==> config.mk <==
export PLATFORM = sky130hd
export DESIGN_NAME = pe_func_unit_ld_flow_ctrl_mc
export DESIGN_NICKNAME = d
export VERILOG_FILES = /design/src/rtl/pe_ld_fc_pkg.sv /design/src/rtl/pe_ld_ch_fifo.sv /design/src/rtl/pe_func_unit_ld_flow_ctrl_mc.sv
export SDC_FILE = /design/constraint.sdc
export NUM_CORES = 1
export LEC_CHECK = 0
export BUFFER_PORTS_ARGS = -buffer_cell sky130_fd_sc_hd__buf_4
export CORE_MARGIN = 5
export CORE_UTILIZATION = 40
export CTS_BUF_LIST = sky130_fd_sc_hd__clkbuf_2
export DETAILED_ROUTE_END_ITERATION = 10
export GPL_TIMING_DRIVEN = 0
export PLACE_DENSITY_LB_ADDON = 0.05
export RECOVER_POWER = 100
export SLEW_MARGIN = 10
export SYNTH_ARGS = -nofsm -noshare
export SYNTH_HDL_FRONTEND = slang
export SYNTH_SLANG_ARGS = --single-unit
==> constraint.sdc <==
create_clock -name clk -period 8.6 [get_ports clk]
set_input_delay 1.72 -clock clk [delete_from_list [all_inputs] [get_ports clk]]
set_output_delay 1.72 -clock clk [all_outputs]
set_load 0.005 [all_outputs]
==> src/rtl/pe_ld_fc_pkg.sv <==
// Shared defaults for the PE load flow-control slice: channel count, data width,
// response FIFO depth and stall counter width.
package pe_ld_fc_pkg;
  localparam int N_CH_DEF       = 2;
  localparam int DATA_W_DEF     = 32;
  localparam int FIFO_DEPTH_DEF = 2;
  localparam int STALL_W_DEF    = 8;
  localparam int PTR_W          = $clog2(FIFO_DEPTH_DEF);
endpackage

==> src/rtl/pe_ld_ch_fifo.sv <==
// First-word-fall-through response FIFO for one load channel. Pushes while full
// and pops while empty are ignored; the head reads as zero when empty.
module pe_ld_ch_fifo
  import pe_ld_fc_pkg::*;
#(
  parameter int DATA_W     = DATA_W_DEF,
  parameter int FIFO_DEPTH = FIFO_DEPTH_DEF
) (
  input  logic              clk,
  input  logic              rst,
  input  logic              push,
  input  logic [DATA_W-1:0] push_data,
  input  logic              pop,
  output logic [DATA_W-1:0] head_data,
  output logic              empty,
  output logic              full
);
  localparam int PW = $clog2(FIFO_DEPTH);

  logic [DATA_W-1:0] mem [FIFO_DEPTH];
  logic [PW-1:0]     wr_ptr;
  logic [PW-1:0]     rd_ptr;
  logic [PW:0]       cnt;
  logic              do_push;
  logic              do_pop;

  assign full      = (cnt == (PW+1)'(FIFO_DEPTH));
  assign empty     = (cnt == '0);
  assign do_push   = push & ~full & ~rst;
  assign do_pop    = pop & ~empty & ~rst;
  assign head_data = empty ? '0 : mem[rd_ptr];

  // Pointers wrap naturally because the depth is a power of two.
  always_ff @(posedge clk) begin
    if (rst) begin
      wr_ptr <= '0;
      rd_ptr <= '0;
      cnt    <= '0;
    end else begin
      if (do_push) wr_ptr <= wr_ptr + 1'b1;
      if (do_pop)  rd_ptr <= rd_ptr + 1'b1;
      cnt <= cnt + (PW+1)'(do_push) - (PW+1)'(do_pop);
    end
  end

  // Storage carries no reset; the empty flag masks stale entries.
  always_ff @(posedge clk) begin
    if (do_push) mem[wr_ptr] <= push_data;
  end

  a_cnt_bound: assert property (@(posedge clk) disable iff (rst)
    cnt <= (PW+1)'(FIFO_DEPTH));
endmodule

==> src/rtl/pe_func_unit_ld_flow_ctrl_mc.sv <==
// Multi-channel load flow control: buffers early load responses per channel and
// releases the functional-unit register once every enabled channel has data.
module pe_func_unit_ld_flow_ctrl_mc
  import pe_ld_fc_pkg::*;
#(
  parameter int N_CH       = N_CH_DEF,
  parameter int DATA_W     = DATA_W_DEF,
  parameter int FIFO_DEPTH = FIFO_DEPTH_DEF,
  parameter int STALL_W    = STALL_W_DEF
) (
  input  logic                   clk,
  input  logic                   rst,
  input  logic [N_CH-1:0]        ifc_en,
  input  logic                   instr_done,
  output logic                   ifc_unblocked,
  output logic                   reg_en,
  output logic [N_CH-1:0]        func_unit_rdy,
  input  logic [N_CH-1:0]        mem_vld,
  input  logic [N_CH*DATA_W-1:0] mem_data,
  output logic [N_CH-1:0]        mem_rdy,
  output logic [N_CH*DATA_W-1:0] rd_data,
  output logic [STALL_W-1:0]     stall_cnt,
  output logic                   ovf_err
);
  logic [N_CH-1:0] empty;
  logic [N_CH-1:0] full;
  logic [N_CH-1:0] ch_ok;
  logic [N_CH-1:0] push;
  logic            any_en;
  logic            blocked;

  // Ready is conservative: a same-cycle pop never opens a slot for a push.
  assign mem_rdy = ~full;
  assign push    = mem_vld & mem_rdy;

  for (genvar c = 0; c < N_CH; c++) begin : g_ch
    pe_ld_ch_fifo #(
      .DATA_W    (DATA_W),
      .FIFO_DEPTH(FIFO_DEPTH)
    ) u_fifo (
      .clk      (clk),
      .rst      (rst),
      .push     (push[c]),
      .push_data(mem_data[c*DATA_W +: DATA_W]),
      .pop      (func_unit_rdy[c]),
      .head_data(rd_data[c*DATA_W +: DATA_W]),
      .empty    (empty[c]),
      .full     (full[c])
    );
  end

  assign ch_ok         = ~ifc_en | ~empty;
  assign ifc_unblocked = &ch_ok;
  assign any_en        = |ifc_en;
  assign reg_en        = ~rst & any_en & instr_done & ifc_unblocked;
  assign func_unit_rdy = {N_CH{reg_en}} & ifc_en;
  assign blocked       = ~rst & any_en & instr_done & ~ifc_unblocked;

  always_ff @(posedge clk) begin
    if (rst) begin
      stall_cnt <= '0;
    end else if (reg_en) begin
      stall_cnt <= '0;
    end else if (blocked && (stall_cnt != '1)) begin
      stall_cnt <= stall_cnt + 1'b1;
    end
  end

  always_ff @(posedge clk) begin
    if (rst) begin
      ovf_err <= 1'b0;
    end else if (|(mem_vld & full)) begin
      ovf_err <= 1'b1;
    end
  end

  a_reg_en_unblk: assert property (@(posedge clk) disable iff (rst)
    reg_en |-> ifc_unblocked);
  a_pop_nonempty: assert property (@(posedge clk) disable iff (rst)
    (func_unit_rdy & empty) == '0);
  a_no_en_no_reg: assert property (@(posedge clk) disable iff (rst)
    (ifc_en == '0) |-> !reg_en);
endmodule

Word level (Yosys, flattened, before mapping)
Memory sizes are Yosys's and may differ from the RTL's. A register that Yosys moved wholly into a read port is not among the register bits.
Index checks and enable logic that the tools add are counted.
W data, S select, Z words.
{"block": "op_classes", "n_addsub": 9, "eq_ne": 3, "muxes": 10, "n_bitwise": 25, "n_reduce_logical": 7}
{"operator": "$mux W32", "count": 2}
{"operator": "$and A1 B1 Y1", "count": 12}
{"operator": "$add A8 B1 Y8 const B", "count": 1}
{"operator": "$mux W1", "count": 8}
{"operator": "$ne A8 B8 Y1 const B", "count": 1}
{"operator": "$and A2 B2 Y2", "count": 3}
{"operator": "$not A1 Y1", "count": 6}
{"operator": "$not A2 Y2", "count": 3}
{"operator": "$reduce_or A2 Y1", "count": 3}
{"operator": "$add A1 B1 Y1 const B", "count": 4}
{"operator": "$add A2 B1 Y2", "count": 2}
{"operator": "$eq A2 B2 Y1 const B", "count": 2}
{"operator": "$logic_not A2 Y1", "count": 2}
{"operator": "$sub A2 B1 Y2", "count": 2}
{"operator": "$or A2 B2 Y2", "count": 1}
{"operator": "$reduce_and A2 Y1", "count": 1}
{"operator": "$logic_and A1 B1 Y1", "count": 1}
{"block": "totals", "ff_bits": 17, "ramBits": 128, "elab_cells": 64, "n_memories": 2}
{"memory": "g_ch[0].u_fifo.mem", "words": 2, "width": 32, "read_ports": 1, "rd_clocked_by_memory_dff": 1, "wr": 1, "line": "pe_ld_ch_fifo.sv:20", "source": "logic [DATA_W-1:0] mem [FIFO_DEPTH];"}
{"memory": "g_ch[1].u_fifo.mem", "words": 2, "width": 32, "read_ports": 1, "rd_clocked_by_memory_dff": 1, "wr": 1, "line": "pe_ld_ch_fifo.sv:20"}

Depth between registers and ports, before layout
Gate-level depths: netlist of the first run.
{"block": "depth", "ltp_word": 10, "ltp_mapped": 9, "ltp_nobuf": 8}

Modules after synthesis
From an unflattened synthesis of the first run, not the netlist that was laid out.
{"block": "unflattened", "cells_unflattened": 384, "area_unflattened_um2": 5843.1}
{"module": "pe_ld_ch_fifo", "instances": 2, "cells_per_inst": 163, "area_per_inst_um2": 2663.8, "seq_area_each_um2": 2021.9}
{"module": "pe_func_unit_ld_flow_ctrl_mc", "instances": 1, "cells_per_inst": 58, "area_per_inst_um2": 515.5, "seq_area_each_um2": 180.2}

Worst setup path after synthesis of the first run
OpenSTA, ideal clock, no wires.
{"block": "synth_timing", "path_type": "input-to-output", "start": "input port rst", "end": "output port func_unit_rdy[0]", "arrival_time_ns": 2.382, "slack_ns": 4.498, "stages": 4, "path_buffers": 2, "path_cell_list": "nand2b_1 -> clkbuf_1 -> nor4b_1 -> buf_4"}
{"block": "synth_between", "elab_chain_len": 5}
{"item": "start, declared", "line": "pe_func_unit_ld_flow_ctrl_mc.sv:12", "source": "input logic rst,"}
{"item": "$not A1 Y1", "line": "pe_func_unit_ld_flow_ctrl_mc.sv:55", "source": "assign reg_en = ~rst & any_en & instr_done & ifc_unblocked;"}
{"item": "$and A1 B1 Y1 (3 in a row)", "line": "pe_func_unit_ld_flow_ctrl_mc.sv:55"}
{"item": "$and A2 B2 Y2", "line": "pe_func_unit_ld_flow_ctrl_mc.sv:56", "source": "assign func_unit_rdy = {N_CH{reg_en}} & ifc_en;"}
{"item": "end, declared", "line": "pe_func_unit_ld_flow_ctrl_mc.sv:17", "source": "output logic [N_CH-1:0] func_unit_rdy,"}
Every way passes these cells.

Worst setup path in the final report of the first run
Same ends and word-level chain as after synthesis.

==> results of run 1 <==
cell usage after synthesis (all sizes together) (4+ instances only):
cell type,instances
xnor2,6
ha,5
nor2,80
inv,6
nor4b,5
clkbuf,10
dfxtp,19
o31ai,4
buf,9
a21oi,5
nor2b,4
mux2i,64
nor3,5
edfxtp,128
area by class of cell:
cell class	count	area share
Tap cell	184	0.0319
Inverter	6	0.00312
Sequential cell	147	0.585
Multi-Input combinational cell	213	0.200
Timing Repair Buffer	152	0.142
Clock inverter	13	0.0130
Buffer	19	0.0109
Clock buffer	19	0.0132
worst min-delay path, delay by kind of cell, from the launching register on:
kind	cells	cell delay, ns
simple gates	1	0.07
compound gates	1	0.05
flops	1	0.38
state kept, by name, summed over array words and instances (netlist names), named ones only:
name	flops
stall_cnt	8
ovf_err	1
g_ch.u_fifo.wr_ptr	2
g_ch.u_fifo.mem	128
g_ch.u_fifo.cnt	4
g_ch.u_fifo.rd_ptr	2
power by group:
group	switching, mW	leakage [nW]	internal (mW)
Combinational	0.0893	1.08	0.0767
Sequential	0.00904	1.33	0.808
Clock	0.227	0.122	0.0997
logic make-up after synthesis:
| logic type | Yosys count | share of synthesized area |
|---|---|---|
| mux | 64 | 0.111 |
| flops | 147 | 0.731 |
| fa+ha+maj | 5 | 0.0108 |
| simple gates | 118 | 0.0946 |
| buf+inv | 25 | 0.0188 |
| xor+xnor | 8 | 0.0121 |
| compound gates | 18 | 0.0217 |
placed cells by master, fill, tap and decap left out, types with 2 or more instances in the layout:
cell type / instances
or3b_1: 2
dfxtp_1: 19
clkinv_1: 3
clkbuf_4: 111
o2111ai_1: 3
nor3_1: 5
clkbuf_2: 19
clkinv_2: 6
ha_1: 5
nor2_1: 80
nand2b_1: 2
xor2_1: 2
nor3b_1: 2
o31ai_1: 4
buf_4: 13
clkinvlp_4: 3
nor4b_1: 5
nand3_1: 3
a21oi_1: 5
or4_1: 2
mux2i_1: 64
clkbuf_1: 47
xnor2_1: 6
edfxtp_1: 128
and3_1: 3
nor2b_1: 4
inv_1: 6
nand2_1: 3
layer usage:
layer	routed length, um	vias up	part of all wire	global-route usage
met1	4900	1711	0.42	0.171
met5	0	-	0	0
met2	5770	110	0.49	0.232
met4	140	0	0.012	0.0532
met3	967	15	0.082	0.0536
li1	-	1768	-	-
path summary, 6_finish.rpt:
path                         startpoint  cells after the start  slack, ns                   endpoint
setup / recovery                    rst                      6       4.09           func_unit_rdy[0]
hold / removal                  ovf_err                      2       0.52                    ovf_err
setup reg to reg  g_ch[0].u_fifo.cnt[0]                      4       5.55  g_ch[0].u_fifo.mem[0][29]
hold reg to reg                 ovf_err                      2       0.52                    ovf_err
==> results_dict.tcl, run 1 <==
set metrics [dict create \
    num_rows 44 \
    areaGrowthSynthToFinish_pct 24.9 \
    post-place-ws_ns 4.12 \
    yosys.cell_types.count 37 \
    syn_area_um2 5780 \
    clk_latency_ns 0.67 \
    antenna_cells 0 \
    grt_max_degree 33 \
    violations "capacitance limit, slew limit" \
    clock.fmax_mhz 222 \
    drt-wirelength-per-cell_um 15.6 \
    worstMarginPinSlew_ns 2.16 \
    status "complete, but fails checks" \
    port_buffers 149 \
    drv_cap 2 \
    grt_pass1_wl_mm 18.3 \
    fin_crit_sh 0.525 \
    die-width_um 130 \
    antenna_found_initial 0 \
    placed_cell_area_um2 7200 \
    start_kind "primary input" \
    final_layout_size_suffix_gt1_frac 0.271 \
    multi_input_area_um2 1450 \
    worstHoldPathType "register to register" \
    leakagePower_nw 2.53 \
    grt_pass1_vias 3722 \
    critPathMaxStageDelay_ns 0.35 \
    tritoncts "yes" \
    path_buf_inv 4 \
    holdWs_ns 0.516 \
    slew_viol_final 66 \
    crit_required_ns 6.88 \
    cts_buffer_depth 2 \
    powerDensity_nw_per_um2 181 \
    setup_viol 0 \
    drt-pass1-iter-count 4 \
    cp-end-kind "output port" \
    synth_cells 385 \
    relSlewSlack -0.439 \
    async_reset_ff_frac 0 \
    pin_count 150 \
    drt_iter0_drc 138 \
    cts_setup_buffers 0 \
    min_period_ns 4.51 \
    wirelength_mm 11.8 \
    synth_area_leaders "edfxtp_1 (67%), mux2i_1 (11%), dfxtp_1 (6.6%)" \
    antenna_left 0 \
    cp.arrival_ns 2.79 \
    design_area_um2 7220 \
    drc 0 \
    path_max_fanout 8 \
    dp_cells 721 \
    fin_ws_ns 4.09 \
    place_congestion 0.773 \
    synth_flop_cell "edfxtp_1" \
    cts.sinks 147 \
    ff_latch_area_um2 4220 \
    yosysSeqAreaShare 0.731 \
    synth_fp_nets 461 \
    synth-seq-cells 147 \
    criticalPathCategory "primary input to output port" \
    grt_usage 0.142 \
    dr_total_vias 3604 \
    cts_max_level 4 \
    max-vdd-ir-drop_v 0.0000959 \
    synth_top_cell_area_share 0.665 \
    die_area_um2 16900 \
    finClkSkew_ns 0.0164 \
    fin_nets 632 \
    clkTransAtPathRegs_ns 0.19 \
    place_hpwl_mm 8.22 \
    viasPerCell 4.79 \
    fin_tns_setup_ns 0 \
    overflow 0 \
    die_h_um 130 \
    crit_family "buffers and inverters" \
    cts_root_buf "clkbuf_2" \
    fillers 1343 \
    ys_warn_count 0 \
    start_util 0.402 \
    cts_made_buffers 17 \
    synth_area_leader_cell "edfxtp_1" \
    cts_hold_buffers 0 \
    rsz0062_at_grt "false" \
    post-route-util 0.502 \
    slowest_stage "nor4b_1" \
    core-area_um2 14400 \
    cp_common_cell "clkbuf_1" \
    cts_resized 0 \
    crit_chain "clkbuf_1 -> nand2b_1 -> clkbuf_1 -> nor4b_1 -> buf_4 -> clkbuf_4" \
    hold_viol 0 \
    avgSynthCellArea_um2 15.0 \
    finalPower_mw 1.31 \
    final_cells 753 \
    synth_edf_count 128 \
]
(Power assumes the default switching activity.)
==> run 2, diff against run 1 <==
clock period = 4.5 ns   (was 8.6 ns; I/O delays follow)
==> run 2 against run 1 <==
  * The run still ends with capacitance limit, slew limit left
  * Count of clock-buffer cells in the layout unchanged
  * Largest cell class unchanged
  * Hold slack got worse by 0.13 ns
  * Cell count unchanged
  * Highest routed layer unchanged
  * Register-to-register slack got worse by 4.1 ns
  * Clock power increased by 91%
  * Critical endpoint is now rd_data[45]
  * Sequential cell count unchanged
  * Via count about the same
==> results_dict.tcl, run 2 (synthesized netlist as in run 1, its figures left out) <==
set metrics [dict create \
    die_area_um2 16900 \
    placed_cell_area_um2 7200 \
    num_rows 44 \
    drv_cap 2 \
    cts_root_buf "clkbuf_2" \
    criticalPathCategory "register to output port" \
    leakagePower_nw 2.54 \
    antenna_cells 0 \
    largest_reg_flops 128 \
    slew_viol_final 66 \
    fin_ws_ns 1.17 \
    path_max_fanout 10 \
    drt-pass1-iter-count 4 \
    reg2reg_slack_ns 1.46 \
    reg_top3 "g_ch.u_fifo.mem x128, stall_cnt x8, g_ch.u_fifo.cnt x4" \
    cp.arrival_ns 2.43 \
    clk_latency_ns 0.67 \
    fin_nets 632 \
    rr_worst_depth 4 \
    die_h_um 130 \
    violations "capacitance limit, slew limit" \
    antenna_found_initial 0 \
    fin_tns_setup_ns 0 \
    cts.sinks 147 \
    p_sw_uw 622 \
    drt-wirelength-per-cell_um 15.6 \
    place_congestion 0.773 \
    clock.fmax_mhz 301 \
    grt_pass1_vias 3722 \
    hold_viol 0 \
    cp-end-kind "output port" \
    design_area_um2 7230 \
    pwr-share-comb 0.127 \
    tritoncts "yes" \
    final_cell_mix "edfxtp_1 (128), clkbuf_4 (111), nor2_1 (80)" \
    die-width_um 130 \
    final_layout_size_suffix_gt1_frac 0.274 \
    post-route-util 0.503 \
    dr_total_vias 3603 \
    fillers 1343 \
    crit_required_ns 3.60 \
    cts_resized 0 \
    powerDensity_nw_per_um2 346 \
    r2r-start "g_ch[0].u_fifo.cnt[0]" \
    finalPower_mw 2.50 \
    grt_max_degree 33 \
    drt_iter0_drc 138 \
    cts_buffer_depth 2 \
    port_buffers 149 \
    antenna_left 0 \
    post-place-ws_ns 1.63 \
    worstMarginPinSlew_ns 2.16 \
    overflow 0 \
    relSlewSlack -0.440 \
    ff_latch_area_um2 4220 \
    cts_max_level 4 \
    setup_viol 0 \
    multi_input_area_um2 1450 \
    cts_setup_buffers 0 \
    worstHoldStart "rst" \
    areaGrowthSynthToFinish_pct 25.1 \
    finClkSkew_ns 0.0164 \
    clkTransAtPathRegs_ns 0.19 \
    largest-register "g_ch.u_fifo.mem" \
    cts_made_buffers 17 \
    r2r_end "g_ch[0].u_fifo.mem[0][29]" \
    core-area_um2 14400 \
    power_frac_seq 0.623 \
    fin_crit_sh 0.739 \
    worstHoldPathType "primary input to register" \
    clockPowerShare 0.249 \
    cts_hold_buffers 0 \
    grt_pass1_wl_mm 18.3 \
    sw_frac_of_total 0.248 \
    whs_path_depth 2 \
    status "complete, but fails checks" \
    place_hpwl_mm 8.22 \
    start_kind "register" \
    drc 0 \
    pin_count 150 \
    viasPerCell 4.78 \
    min_period_ns 3.33 \
    wirelength_mm 11.8 \
    grt_usage 0.142 \
    rsz0062_at_grt "false" \
    p_int_mw 1.88 \
    start_util 0.402 \
    min_to "g_ch[1].u_fifo.cnt[0]" \
    layout_commonest_cell "edfxtp_1" \
    max-vdd-ir-drop_v 0.000183 \
]
## run 2: worst max-delay path by stage
stage                                           end  cells past startpoint  startpoint  slack, ns
after floorplan            g_ch[0].u_fifo.mem[0][0]                      3         rst       1.40
after global placement    g_ch[0].u_fifo.mem[0][29]                      4         rst       0.23
after detailed placement      g_ch[0].u_fifo.cnt[1]                     10         rst       1.63
after CTS                               rd_data[45]                      5    register       1.03
after global routing                    rd_data[56]                      5    register       0.90
final                                   rd_data[45]                      5    register       1.17
## run 2: layout make-up
class	instances	share of cell area
well taps	184	0.0319
flip-flops and latches	147	0.584
clock inverters	13	0.0130
repair buffers	152	0.143
plain buffers	19	0.0109
inverters	6	0.00312
clock buffers	19	0.0132
multi-input cells	213	0.200
## run 2: power groups by stage
stage | combinational (mW) | clock [mW] | sequential [mW]
CTS | 0.354 | 0.660 | 1.56
floorplan | 0.147 | 0 | 1.59
global route | 0.359 | 0.710 | 1.57
finish | 0.318 | 0.625 | 1.56
global placement | 0.340 | 0 | 1.59
detailed placement | 0.353 | 0 | 1.59
## run 2: through the flow
stage,hold slack [ns],cells
global route,0.276,753
CTS,0.269,753
finish,0.386,753
detailed placement,0.477,721
floorplan,0.463,385
global placement,0.471,718
## run 2: routing by layer
metal	global-route usage	vias up	part of all wire
met5	0	-	0
met4	0.0532	0	0.012
met3	0.0536	15	0.083
met2	0.232	112	0.49
met1	0.171	1708	0.42
li1	-	1768	-
## run 2: worst max-delay path: stages, from the launching register on
cell      delay [ns]
dfxtp_1         0.35
clkbuf_1        0.24
clkbuf_1        0.63
mux2i_1         0.29
nor2_1          0.09
clkbuf_4        0.17
